[src/rtl/lsu.sv]
// lsu: load/store unit on the execute stage memory-operation port.
// One op outstanding; runs a bus req/rsp and returns extended load data.
module lsu #(
    parameter int XLEN          = 64,
    parameter int MEMOP_LEN     = 4,
    parameter int REG_ADDRWIDTH = 5
) (
    input  logic                     clk,
    input  logic                     rst,
    input  logic                     valid_i,
    output logic                     ready_o,
    input  logic [MEMOP_LEN-1:0]     mem_op_i,
    input  logic [XLEN-1:0]          addr_i,
    input  logic [XLEN-1:0]          wdata_i,
    input  logic [REG_ADDRWIDTH-1:0] rd_idx_i,
    output logic                     done_o,
    output logic [XLEN-1:0]          rdata_o,
    output logic [REG_ADDRWIDTH-1:0] rd_idx_o,
    output logic                     misalign_o,
    output logic                     req_valid_o,
    input  logic                     req_ready_i,
    output logic [XLEN-1:0]          req_addr_o,
    output logic                     req_wen_o,
    output logic [XLEN-1:0]          req_wdata_o,
    output logic [7:0]               req_wmask_o,
    input  logic                     rsp_valid_i,
    input  logic [XLEN-1:0]          rsp_rdata_i,
    output logic                     rsp_ready_o
);
    localparam logic [MEMOP_LEN-1:0] OP_LB  = MEMOP_LEN'(1);
    localparam logic [MEMOP_LEN-1:0] OP_LBU = MEMOP_LEN'(2);
    localparam logic [MEMOP_LEN-1:0] OP_LH  = MEMOP_LEN'(3);
    localparam logic [MEMOP_LEN-1:0] OP_LHU = MEMOP_LEN'(4);
    localparam logic [MEMOP_LEN-1:0] OP_LW  = MEMOP_LEN'(5);
    localparam logic [MEMOP_LEN-1:0] OP_LWU = MEMOP_LEN'(6);
    localparam logic [MEMOP_LEN-1:0] OP_LD  = MEMOP_LEN'(7);
    localparam logic [MEMOP_LEN-1:0] OP_SB  = MEMOP_LEN'(8);
    localparam logic [MEMOP_LEN-1:0] OP_SH  = MEMOP_LEN'(9);
    localparam logic [MEMOP_LEN-1:0] OP_SW  = MEMOP_LEN'(10);
    localparam logic [MEMOP_LEN-1:0] OP_SD  = MEMOP_LEN'(11);

    typedef enum logic [1:0] {S_IDLE, S_REQ, S_RSP, S_FIN} state_t;

    state_t                   state_q;
    logic [MEMOP_LEN-1:0]     op_q;
    logic [2:0]               off_q;
    logic                     ready_q, done_q, mis_q;
    logic                     req_valid_q, rsp_ready_q, req_wen_q;
    logic [XLEN-1:0]          rdata_q, req_addr_q, req_wdata_q;
    logic [7:0]               req_wmask_q;
    logic [REG_ADDRWIDTH-1:0] rd_idx_q;

    logic [1:0]      size_c;
    logic            is_ld_c, is_st_c, mis_c;
    logic [2:0]      off_c;
    logic [7:0]      req_wmask_d;
    logic [XLEN-1:0] req_wdata_d, lane_c, rdata_d;

    assign off_c       = addr_i[2:0];
    assign req_wdata_d = wdata_i << {off_c, 3'b000};

    // Decode the offered op: access size, direction, alignment, byte mask
    always_comb begin
        size_c      = 2'd0;
        is_ld_c     = 1'b0;
        is_st_c     = 1'b0;
        mis_c       = 1'b0;
        req_wmask_d = 8'h00;
        unique case (mem_op_i)
            OP_LB, OP_LBU: begin is_ld_c = 1'b1; size_c = 2'd0; end
            OP_LH, OP_LHU: begin is_ld_c = 1'b1; size_c = 2'd1; end
            OP_LW, OP_LWU: begin is_ld_c = 1'b1; size_c = 2'd2; end
            OP_LD:         begin is_ld_c = 1'b1; size_c = 2'd3; end
            OP_SB:         begin is_st_c = 1'b1; size_c = 2'd0; end
            OP_SH:         begin is_st_c = 1'b1; size_c = 2'd1; end
            OP_SW:         begin is_st_c = 1'b1; size_c = 2'd2; end
            OP_SD:         begin is_st_c = 1'b1; size_c = 2'd3; end
            default:       ;
        endcase
        unique case (size_c)
            2'd0: begin mis_c = 1'b0;          req_wmask_d = 8'h01; end
            2'd1: begin mis_c = off_c[0];      req_wmask_d = 8'h03; end
            2'd2: begin mis_c = |off_c[1:0];   req_wmask_d = 8'h0F; end
            2'd3: begin mis_c = |off_c;        req_wmask_d = 8'hFF; end
        endcase
        mis_c       = mis_c & (is_ld_c | is_st_c);
        req_wmask_d = is_st_c ? (req_wmask_d << off_c) : 8'h00;
    end

    assign lane_c = rsp_rdata_i >> {off_q, 3'b000};

    // Extract and extend the addressed lane for the latched load op
    always_comb begin
        rdata_d = '0;
        unique case (op_q)
            OP_LB:   rdata_d = {{(XLEN-8){lane_c[7]}}, lane_c[7:0]};
            OP_LBU:  rdata_d = {{(XLEN-8){1'b0}}, lane_c[7:0]};
            OP_LH:   rdata_d = {{(XLEN-16){lane_c[15]}}, lane_c[15:0]};
            OP_LHU:  rdata_d = {{(XLEN-16){1'b0}}, lane_c[15:0]};
            OP_LW:   rdata_d = {{(XLEN-32){lane_c[31]}}, lane_c[31:0]};
            OP_LWU:  rdata_d = {{(XLEN-32){1'b0}}, lane_c[31:0]};
            OP_LD:   rdata_d = lane_c;
            default: rdata_d = '0;
        endcase
    end

    // Transaction FSM with all outputs registered
    always_ff @(posedge clk or posedge rst) begin
        if (rst) begin
            state_q     <= S_IDLE;
            op_q        <= '0;
            off_q       <= '0;
            ready_q     <= 1'b1;
            done_q      <= 1'b0;
            mis_q       <= 1'b0;
            req_valid_q <= 1'b0;
            rsp_ready_q <= 1'b0;
            req_wen_q   <= 1'b0;
            rdata_q     <= '0;
            req_addr_q  <= '0;
            req_wdata_q <= '0;
            req_wmask_q <= '0;
            rd_idx_q    <= '0;
        end else begin
            done_q <= 1'b0;
            unique case (state_q)
                S_IDLE: if (valid_i) begin
                    op_q        <= mem_op_i;
                    off_q       <= off_c;
                    ready_q     <= 1'b0;
                    mis_q       <= mis_c;
                    rdata_q     <= '0;
                    req_wen_q   <= is_st_c;
                    req_addr_q  <= {addr_i[XLEN-1:3], 3'b000};
                    req_wdata_q <= req_wdata_d;
                    req_wmask_q <= req_wmask_d;
                    rd_idx_q    <= rd_idx_i;
                    if ((is_ld_c | is_st_c) & ~mis_c) begin
                        state_q     <= S_REQ;
                        req_valid_q <= 1'b1;
                    end else begin
                        state_q <= S_FIN;
                        done_q  <= 1'b1;
                    end
                end
                S_REQ: if (req_ready_i) begin
                    state_q     <= S_RSP;
                    req_valid_q <= 1'b0;
                    rsp_ready_q <= 1'b1;
                end
                S_RSP: if (rsp_valid_i) begin
                    state_q     <= S_FIN;
                    rsp_ready_q <= 1'b0;
                    rdata_q     <= rdata_d;
                    done_q      <= 1'b1;
                end
                S_FIN: begin
                    state_q <= S_IDLE;
                    ready_q <= 1'b1;
                end
            endcase
        end
    end

    assign ready_o     = ready_q;
    assign done_o      = done_q;
    assign rdata_o     = rdata_q;
    assign rd_idx_o    = rd_idx_q;
    assign misalign_o  = mis_q;
    assign req_valid_o = req_valid_q;
    assign req_addr_o  = req_addr_q;
    assign req_wen_o   = req_wen_q;
    assign req_wdata_o = req_wdata_q;
    assign req_wmask_o = req_wmask_q;
    assign rsp_ready_o = rsp_ready_q;
endmodule

[config.mk]
export PLATFORM = sky130hd
export DESIGN_NAME = lsu
export DESIGN_NICKNAME = d
export VERILOG_FILES = /design/src/rtl/lsu.sv
export SDC_FILE = /design/constraint.sdc
export NUM_CORES = 1
export LEC_CHECK = 0
export ABC_AREA = 1
export CORE_ASPECT_RATIO = 0.6
export CORE_MARGIN = 8
export CORE_UTILIZATION = 45
export CTS_CLUSTER_DIAMETER = 200
export DETAILED_ROUTE_END_ITERATION = 6
export GPL_TIMING_DRIVEN = 0
export HOLD_SLACK_MARGIN = 0.06
export MAX_ROUTING_LAYER = met4
export PLACE_DENSITY = 0.91
export RECOVER_POWER = 50
export SLEW_MARGIN = 20
export SYNTH_ARGS = -nofsm -noshare
export SYNTH_HDL_FRONTEND = slang
export SYNTH_SLANG_ARGS = --single-unit
[constraint.sdc]
create_clock -name clk -period 8.7 [get_ports clk]
set_input_delay 0.87 -clock clk [delete_from_list [all_inputs] [get_ports clk]]
set_output_delay 0.87 -clock clk [all_outputs]
set_load 0.03 [all_outputs]
==> results by stage, run 1 <==
Synth:
- The post-synthesis instance area is 12,000 µm².
- During synthesis, Yosys emitted a total of 0 warnings.
- The commonest register cell after synthesis is dfrtp_1.
- After synthesis, the netlist uses 43 different library cells.
- The number of synthesized register bits is 217.
- Each instance of the synthesized netlist takes up on average 7.25 µm².
- In the synthesized netlist the async set-or-reset flop fraction comes to 100%.
- The fraction of the yosys area taken by sequential cells is 45.1%.
- In this run, synthesis inferred 0 flip-flops with an integrated enable.
- The cell count after synthesis is 1,661.

Routing:
- Before antenna repair, the detailed router went through 7 iterations.
- The via total after detailed routing is between 10,000 and 15,000.
- The number of nets with antenna violations after routing is 0.
- The number of design rule violations left after detail routing is 2.
- After detailed routing, the total wire length is 62,000 µm.
- The vias per cell is 5.76.
- The DRC marker count from the first detailed-route iteration is 2,121.
- The routed length per placed instance is around 25 µm.

Die:
- The placement row count is 46.
- In this run the vertical extent of the chip is 143 µm.
- The die covers about 32,000 µm².
- The area of the core is about 26,000 µm².
- From left edge to right edge, the die measures 227 µm.
- The starting utilization of the core area is 45.7%.
- Pin placement for this block handled 417 I/O pins.

Finish:
- Relative to the synthesized area, the layout overhead comes to 44.7%.
- After the last flow step, the layout net total stands at 2,311.
- The share of cells above drive strength 1 is ~5.5%.
- The count of non-filler cells in the finished layout is 2,481.

Pwr:
- In this run the power density over the cells is 354 nW/µm².
- The internal portion of the total power is ~3.1 mW.
- The switching fraction of total power is approximately half.
- In this run, the combinational gates consume 56.8% of the power.
- VDD sags by at most ~0.23 mV.
- The clock network accounts for 16.6% of the total power.
- The total leakage power is 8.44 nW.
- The sequential power share is 26.6%.
- In this run the power spent charging and discharging nets is 3.03 mW.

Clocking:
- The quantity of gates resized following cts is 0.
- The number of clock buffers added by TritonCTS is 23.
- In this run the clock root is driven by a clkbuf_16.
- The depth of the CTS H-tree is 1.
- The number of setup buffers added after CTS is 0.
- The clock-pin slew reported for the worst setup and hold paths after clock tree synthesis is 60 ps.
- The cts-stage hold buffer count is 0.
- The clock latency at the later pin of the worst-skew pair is between 500 and 600 ps.
- TritonCTS built the clock tree.
- No sink is reached through more buffers than the 3 on the longest clock path.
- For this design, the sink count on the clock tree is 217.

STA:
- The number of setup violations in the final report is 0.
- The final hold violation count is 0.
- In this run the tightest slew margin relative to its limit is -113%.
- Setup repair after global routing left no endpoint under its margin.
- The number of max-slew violations in the final report is 63.
- The minimum clock period after layout is 3130 ps.
- The final setup slack of the worst path is approximately 5600 ps.
- The share of the clock period used by the worst path is approximately 36%.
- Across the routed clock network, the largest skew measured is about 18 ps.
- The top achievable clock speed is about 0.32 GHz.
- At the pin with the least slew margin, the transition time is 3170 ps.

Placement:
- The count of input and output buffers is between 400 and 500.
- The congestion estimate from routability-driven global placement came to 1.07.
- OpenSTA, run right after detailed placement, puts the worst setup slack at 5740 ps.
- The number of placed instances, taps included, is 2,436.
- The HPWL reported at the end of detailed placement is 48,600 µm.

Global routing:
- The first global-routing pass estimated 90,200 µm of wire.
- The number of global-route vias before repair is 13,901.
- The pin count of the biggest net entering global routing is 80.
- The overall overflow remaining after global route is 0.
- Global routing consumed, over all layers together, 38.3% of the routing resources.
- The number of antenna violations at the first check in global routing is 4.

Worst setup path:
- The count of buffering cells on the critical path with inverters included is 2.
- The signal on the critical path passes through dlygate4sd3_1 -> clkinvlp_2.
- Of all nets on the critical path, the largest fanout is 64.
- The worst setup path category is input port to asynchronous set/reset pin.
- The largest stage delay on the critical path is 1770 ps.
- The data arrival at the endpoint of the critical path is 3270 ps.
- STA classifies the critical path endpoint as an asynchronous set/reset pin.
- The worst endpoint required time is roughly 8800 ps.
- The worst register-to-register path has a setup slack of just under 6000 ps.
- Among cell families on the critical path, the largest total delay comes from buffers and inverters.
- The nature of the critical path startpoint is an input port.
- The slowest library cell on the worst path is clkinvlp_2.

Run status:
- The final reports fail on DRC, capacitance limit, slew limit.
- The flow ran to the end, but the final reports show violations.

Min path:
- The class of the most critical hold timing path is flop to flop.

Flow run:
- The tool flagged a number of max-cap violations equal to 1.
==> registers in the layout, summed over array words and instances (netlist names), 2 cells and up <==
signal,cells
rdata_o,64
req_wdata_o,64
req_addr_o,61
req_wmask_o,8
rd_idx_o,5
op_q,4
off_q,3
state_q,2
==> worst paths after layout <==
path,from,endpoint,cells after the start
min in group asynchronous,rst,req_wdata_o[50]$_DFFE_PP0P_,2
worst max-delay path,rst,rdata_o[46]$_DFFE_PP0P_,2
worst max register to register,state_q[1]$_DFFE_PP0P_,req_wdata_o[10]$_DFFE_PP0P_,7
max in group clk,valid_i,req_wdata_o[10]$_DFFE_PP0P_,6
worst min-delay path,rdata_o[42]$_DFFE_PP0P_,rdata_o[42]$_DFFE_PP0P_,2
worst min register to register,rdata_o[42]$_DFFE_PP0P_,rdata_o[42]$_DFFE_PP0P_,2
==> synth_stat cells, types with 5 or more instances <==
master	n	area share, %
nand2_1	767	24
dfrtp_1	216	45
o21ai_0	121	5.0
nand3_1	90	3.7
o21ai_1	66	2.7
inv_1	63	2.0
o211ai_1	52	3.2
clkbuf_1	44	1.4
nor2_1	42	1.3
a21oi_1	35	1.5
buf_2	35	1.5
mux2i_1	24	2.0
buf_1	12	0.37
buf_4	12	0.75
buf_6	12	1.1
or2_1	12	0.62
inv_2	6	0.19
nand4_1	5	0.26
o221ai_1	5	0.36
==> routing by layer <==
layer  track usage, %  share of wire, %  vias up
met5                -                 0        -
met4             6.66               2.2        0
met3             13.7                14      116
met2             52.8                41      954
met1             54.0                43     6968
li1                 -                 -     6255
==> cell type report <==
class	instances	area, µm²
multi-input cells	1260	5740
fillers	2177	8940
clock inverters	12	138
repair buffers	413	4170
diodes	5	12.5
inverters	71	268
flip-flops and latches	217	5430
well taps	360	450
plain buffers	115	602
clock buffers	28	614
==> cells by family after synthesis <==
kind of cell,synth area share [%]
AND/OR/NAND/NOR,30.7
AO/OA/AOI/OAI,14.4
flip-flops,45.1
buffers and inverters,7.28
multiplexers,2.00
adder cells (fa/ha/maj),0.416
other,0.0311
==> power groups by stage <==
| stage | Sequential (mW) | Combinational, mW | Clock, mW |
|---|---|---|---|
| global placement | 1.62 | 3.38 | 0 |
| detailed placement | 1.63 | 3.41 | 0 |
| finish | 1.64 | 3.50 | 1.02 |
| floorplan | 2.28 | 1.23 | 0 |
| global route | 1.67 | 3.68 | 1.06 |
| CTS | 1.63 | 3.44 | 1.03 |
==> stage by stage <==
stage	area, µm²	TNS, ps	total power [mW]	util, %	hold slack [ps]
after floorplan	12000	0	3.50	-	496
after global placement	16600	-194310	5.00	63.0	461
after detailed placement	16700	0	5.04	63.3	468
after CTS	17400	0	6.10	66.1	487
after global routing	17400	0	6.41	66.1	504
final	17400	0	6.16	66.1	484
==> cell usage in the layout (no fill, tap or decap), drive strengths merged, types with 8 or more instances in the layout <==
master	netlist	final
nand3	93	93
or2	13	13
mux2i	24	24
clkdlybuf4s50	0	408
nand2	769	769
clkbuf	44	79
o211ai	53	53
nor2	46	46
dfrtp	216	216
buf	71	66
a21oi	35	35
o21ai	189	189
clkinv	2	8
inv	69	71
Power figures use the tool's default switching activity.
==> inputs of run 2 (changes only) <==
- CORE_UTILIZATION: 45 -> 42
- PLACE_DENSITY: 0.91 -> 0.89
- clock period: 8.7 -> 2.7 ns (I/O delays scaled with it)
==> results by stage, run 2 (same netlist as run 1, synthesis figures left out) <==
Worst setup path:
- In this design, the largest share of critical-path delay is due to buffers and inverters.
- The worst setup path category is flop to flop.
- By instance count, the cell type seen most on the critical path is inv_1.
- The signal on the critical path passes through inv_1 -> ha_1 -> inv_1 -> nor2_1 -> inv_1 -> nand3_1 -> clkbuf_1 -> nand2_1 -> nand2_1.
- The number of cell instances on the worst register-to-register path is 9 (+2).
- The slowest stage of the critical path is the clkbuf_1 cell.
- The worst endpoint required time is 3170 ps (-5670 ps).
- The endpoint type of the worst setup path is a flop.
- The highest fanout seen on the critical path is 10 (-84%).
- The nature of the critical path startpoint is a flop.
- The data arrival at the endpoint of the critical path is 2960 ps (-310 ps).
- The largest stage delay on the critical path is 620 ps (-1150 ps).
- The count of buffering cells on the critical path with inverters included is 4 (+2).
- The total number of cells along the worst setup path is 9 (+7).

Routing:
- The total wire length after detailed routing is 60,400 µm (-2.6%).
- The number of nets with antenna violations after routing was 0 (unchanged).
- The routed length per placed instance is 24.2 µm (-3.3%).
- The via total after detailed routing is 14,142 (-1.1%).
- The number of design rule violations left after detail routing is 0 (-2).
- The vias per cell is 5.66 (-1.8%).
- The first-pass detailed-route iteration total is 7 (unchanged).
- The DRC marker count from the first detailed-route iteration came to 1,738 (-18%).

STA:
- The number of max-slew violations in the final report is 24 (-62%).
- The number of setup violations in the final report is 0 (unchanged).
- The worst path in the final design needs a cycle of 2490 ps, including I/O delays and setup.
- For this run, the top clock speed supported by timing is 0.402 GHz.
- The final setup slack of the worst path is 212 ps (-5360 ps).
- The setup clock skew after layout is 15.2 ps (-3.23 ps).
- The final hold violation count is 0 (unchanged).
- Setup repair after global routing left no endpoint under its margin.
- The worst relative slew slack came to -12.4% (+100 points).
- The share of the clock period used by the worst path is 92.2%.
- The slew at the pin closest to its max-slew limit is 1690 ps (-1490 ps).

Pwr:
- The power per cell area came to 1110 nW/µm² (+220%).
- The total leakage power came to 8.74 nW (+3.5%).
- The maximum VDD drop came to 0.931 mV (+310%).

Die:
- The area of the core came to 28,500 µm² (+8.0%).
- The full die area is 34,500 µm² (+6.5%).
- The placement row count is 48 (+4.3%).
- The I/O pin total is 417 (unchanged).
- The overall die height came to 147 µm (+3.1%).
- The starting utilization of the core area is 42.3% (-3.4 points).
- The x dimension of the die is 235 µm (+3.3%).

Finish:
- The total of fill cells in the finished design is 2,501 (+15%).
- The number of nets in the layout is 2,317 (+0.26%).
- The growth of design area from synthesis to finish is 45.7%.
- The count of non-filler cells in the finished layout is 2,500 (+0.77%).
- The register cell area after layout is 5430 µm² (unchanged).
- The share of cells above drive strength 1 came to 6.03% (+0.50 points).
- The area of the multi-input gates was 5740 µm² (about the same).
- The utilization of the core after routing is 61.6% (-4.5 points).
- The most common cell after layout, fill and taps aside is nand2_1.
- Leaving out fill and tap cells, the most frequent cells in the layout are nand2_1, clkdlybuf4s50_1, dfrtp_1.

Flow run:
- The number of maximum-capacitance constraint violations is 1 (unchanged).

Clocking:
- The clock tree from TritonCTS is yes.
- The number of clock sinks was 217 (unchanged).
- The clock-pin slew reported for the worst setup and hold paths after clock tree synthesis was 60 ps (about the same).
- The cell chosen for the clock root is clkbuf_16.
- The clock latency at the later pin of the worst-skew pair is 540 ps (-20 ps).
- The TritonCTS buffer count is 23 (unchanged).
- The maximum buffer depth of the clock tree came to 3 (unchanged).
- The depth of the CTS H-tree is 1 (unchanged).
- The quantity of gates resized following cts is 0 (unchanged).
- The count of buffers added by post-CTS timing repair for setup is 0 (unchanged).
- The cts-stage hold buffer count came to 0 (unchanged).

Placement:
- The placer's final routability congestion estimate came to 1.05 (-1.4%).
- The HPWL reported at the end of detailed placement was 48,500 µm (-0.39%).
- The worst-case setup slack after placement is 284 ps (-5460 ps).
- The count of input and output buffers is 411 (unchanged).
- The cell count after placement is 2,457 (+0.86%).

Run status:
- The final reports fail on capacitance limit, slew limit.
- The flow ran to the end, but the final reports show violations.

Global routing:
- The overall overflow remaining after global route is 0 (unchanged).
- The overall global routing resource usage is 35.1% (-3.2 points).
- The number of antenna violations at the first check in global routing was 2 (-2).
- The number of global-route vias before repair came to 13,739 (-1.2%).
- The first-pass GRT wire length is 89,200 µm (-1.1%).
- The pin count of the biggest net entering global routing came to 36 (-55%).

Min path:
- The worst hold path belongs to the class input port to asynchronous set/reset pin.
[run 2: changes by cell type in the layout (fill, tap and decap cells not counted), sizes merged, moves of 2 or more]
| cell | change |
|---|---|
| clkbuf | -4 |
| clkdlybuf4s50 | -97 |
| dlygate4sd3 | +97 |
| buf | +10 |
| inv | -2 |
| diode | -3 |
[run 2: cell type report]
cell class	instances	area share (%)
Clock buffer	28	3.44
Timing Repair Buffer	419	24.2
Inverter	71	1.53
Tap cell	375	2.67
Buffer	115	3.47
Sequential cell	217	31.0
Multi-Input combinational cell	1260	32.7
Antenna cell	2	0.0285
Clock inverter	13	0.956
[run 2: per-layer routing]
| metal | wire (µm) | track usage, % |
|---|---|---|
| met5 | 0 | - |
| met1 | 26300 | 50.1 |
| met2 | 24200 | 47.5 |
| met3 | 8360 | 12.3 |
| met4 | 1550 | 6.79 |
[run 2: final timing paths]
| path | end | slack, ps | startpoint |
|---|---|---|---|
| worst max-delay path | rdata_o[18]$_DFFE_PP0P_ | 210 | state_q[0]$_DFFE_PP0P_ |
| worst min-delay path | req_wdata_o[57]$_DFFE_PP0P_ | 240 | rst |
| worst max register to register | rdata_o[18]$_DFFE_PP0P_ | 210 | state_q[0]$_DFFE_PP0P_ |
| worst min register to register | rdata_o[46]$_DFFE_PP0P_ | 470 | rdata_o[46]$_DFFE_PP0P_ |
| max in group asynchronous | req_addr_o[23]$_DFFE_PP0P_ | 370 | rst |
| min in group clk | req_addr_o[33]$_DFFE_PP0P_ | 260 | addr_i[33] |
[run 2: power by group]
part | internal (mW) | total (mW) | switching [mW] | leakage [nW]
clock | 1.90 | 3.34 | 1.43 | 0.376
sequential | 4.45 | 5.21 | 0.760 | 2.84
combinational | 3.65 | 11.0 | 7.36 | 5.52
total | 10.0 | 19.6 | 9.55 | 8.74
[run 2: through the flow]
| stage | power [mW] | TNS, ps | hold slack [ps] | area, µm² |
|---|---|---|---|---|
| 4_1_cts | 19.6 | 0 | 80.5 | 17600 |
| 5_1_grt | 20.5 | 0 | 254 | 17500 |
| 3_3_place_gp | 16.1 | -444600 | 461 | 16600 |
| 6_report | 19.6 | 0 | 242 | 17500 |
| 2_1_floorplan | 11.3 | -85390 | 380 | 12100 |
| 3_5_place_dp | 16.2 | 0 | 464 | 16800 |
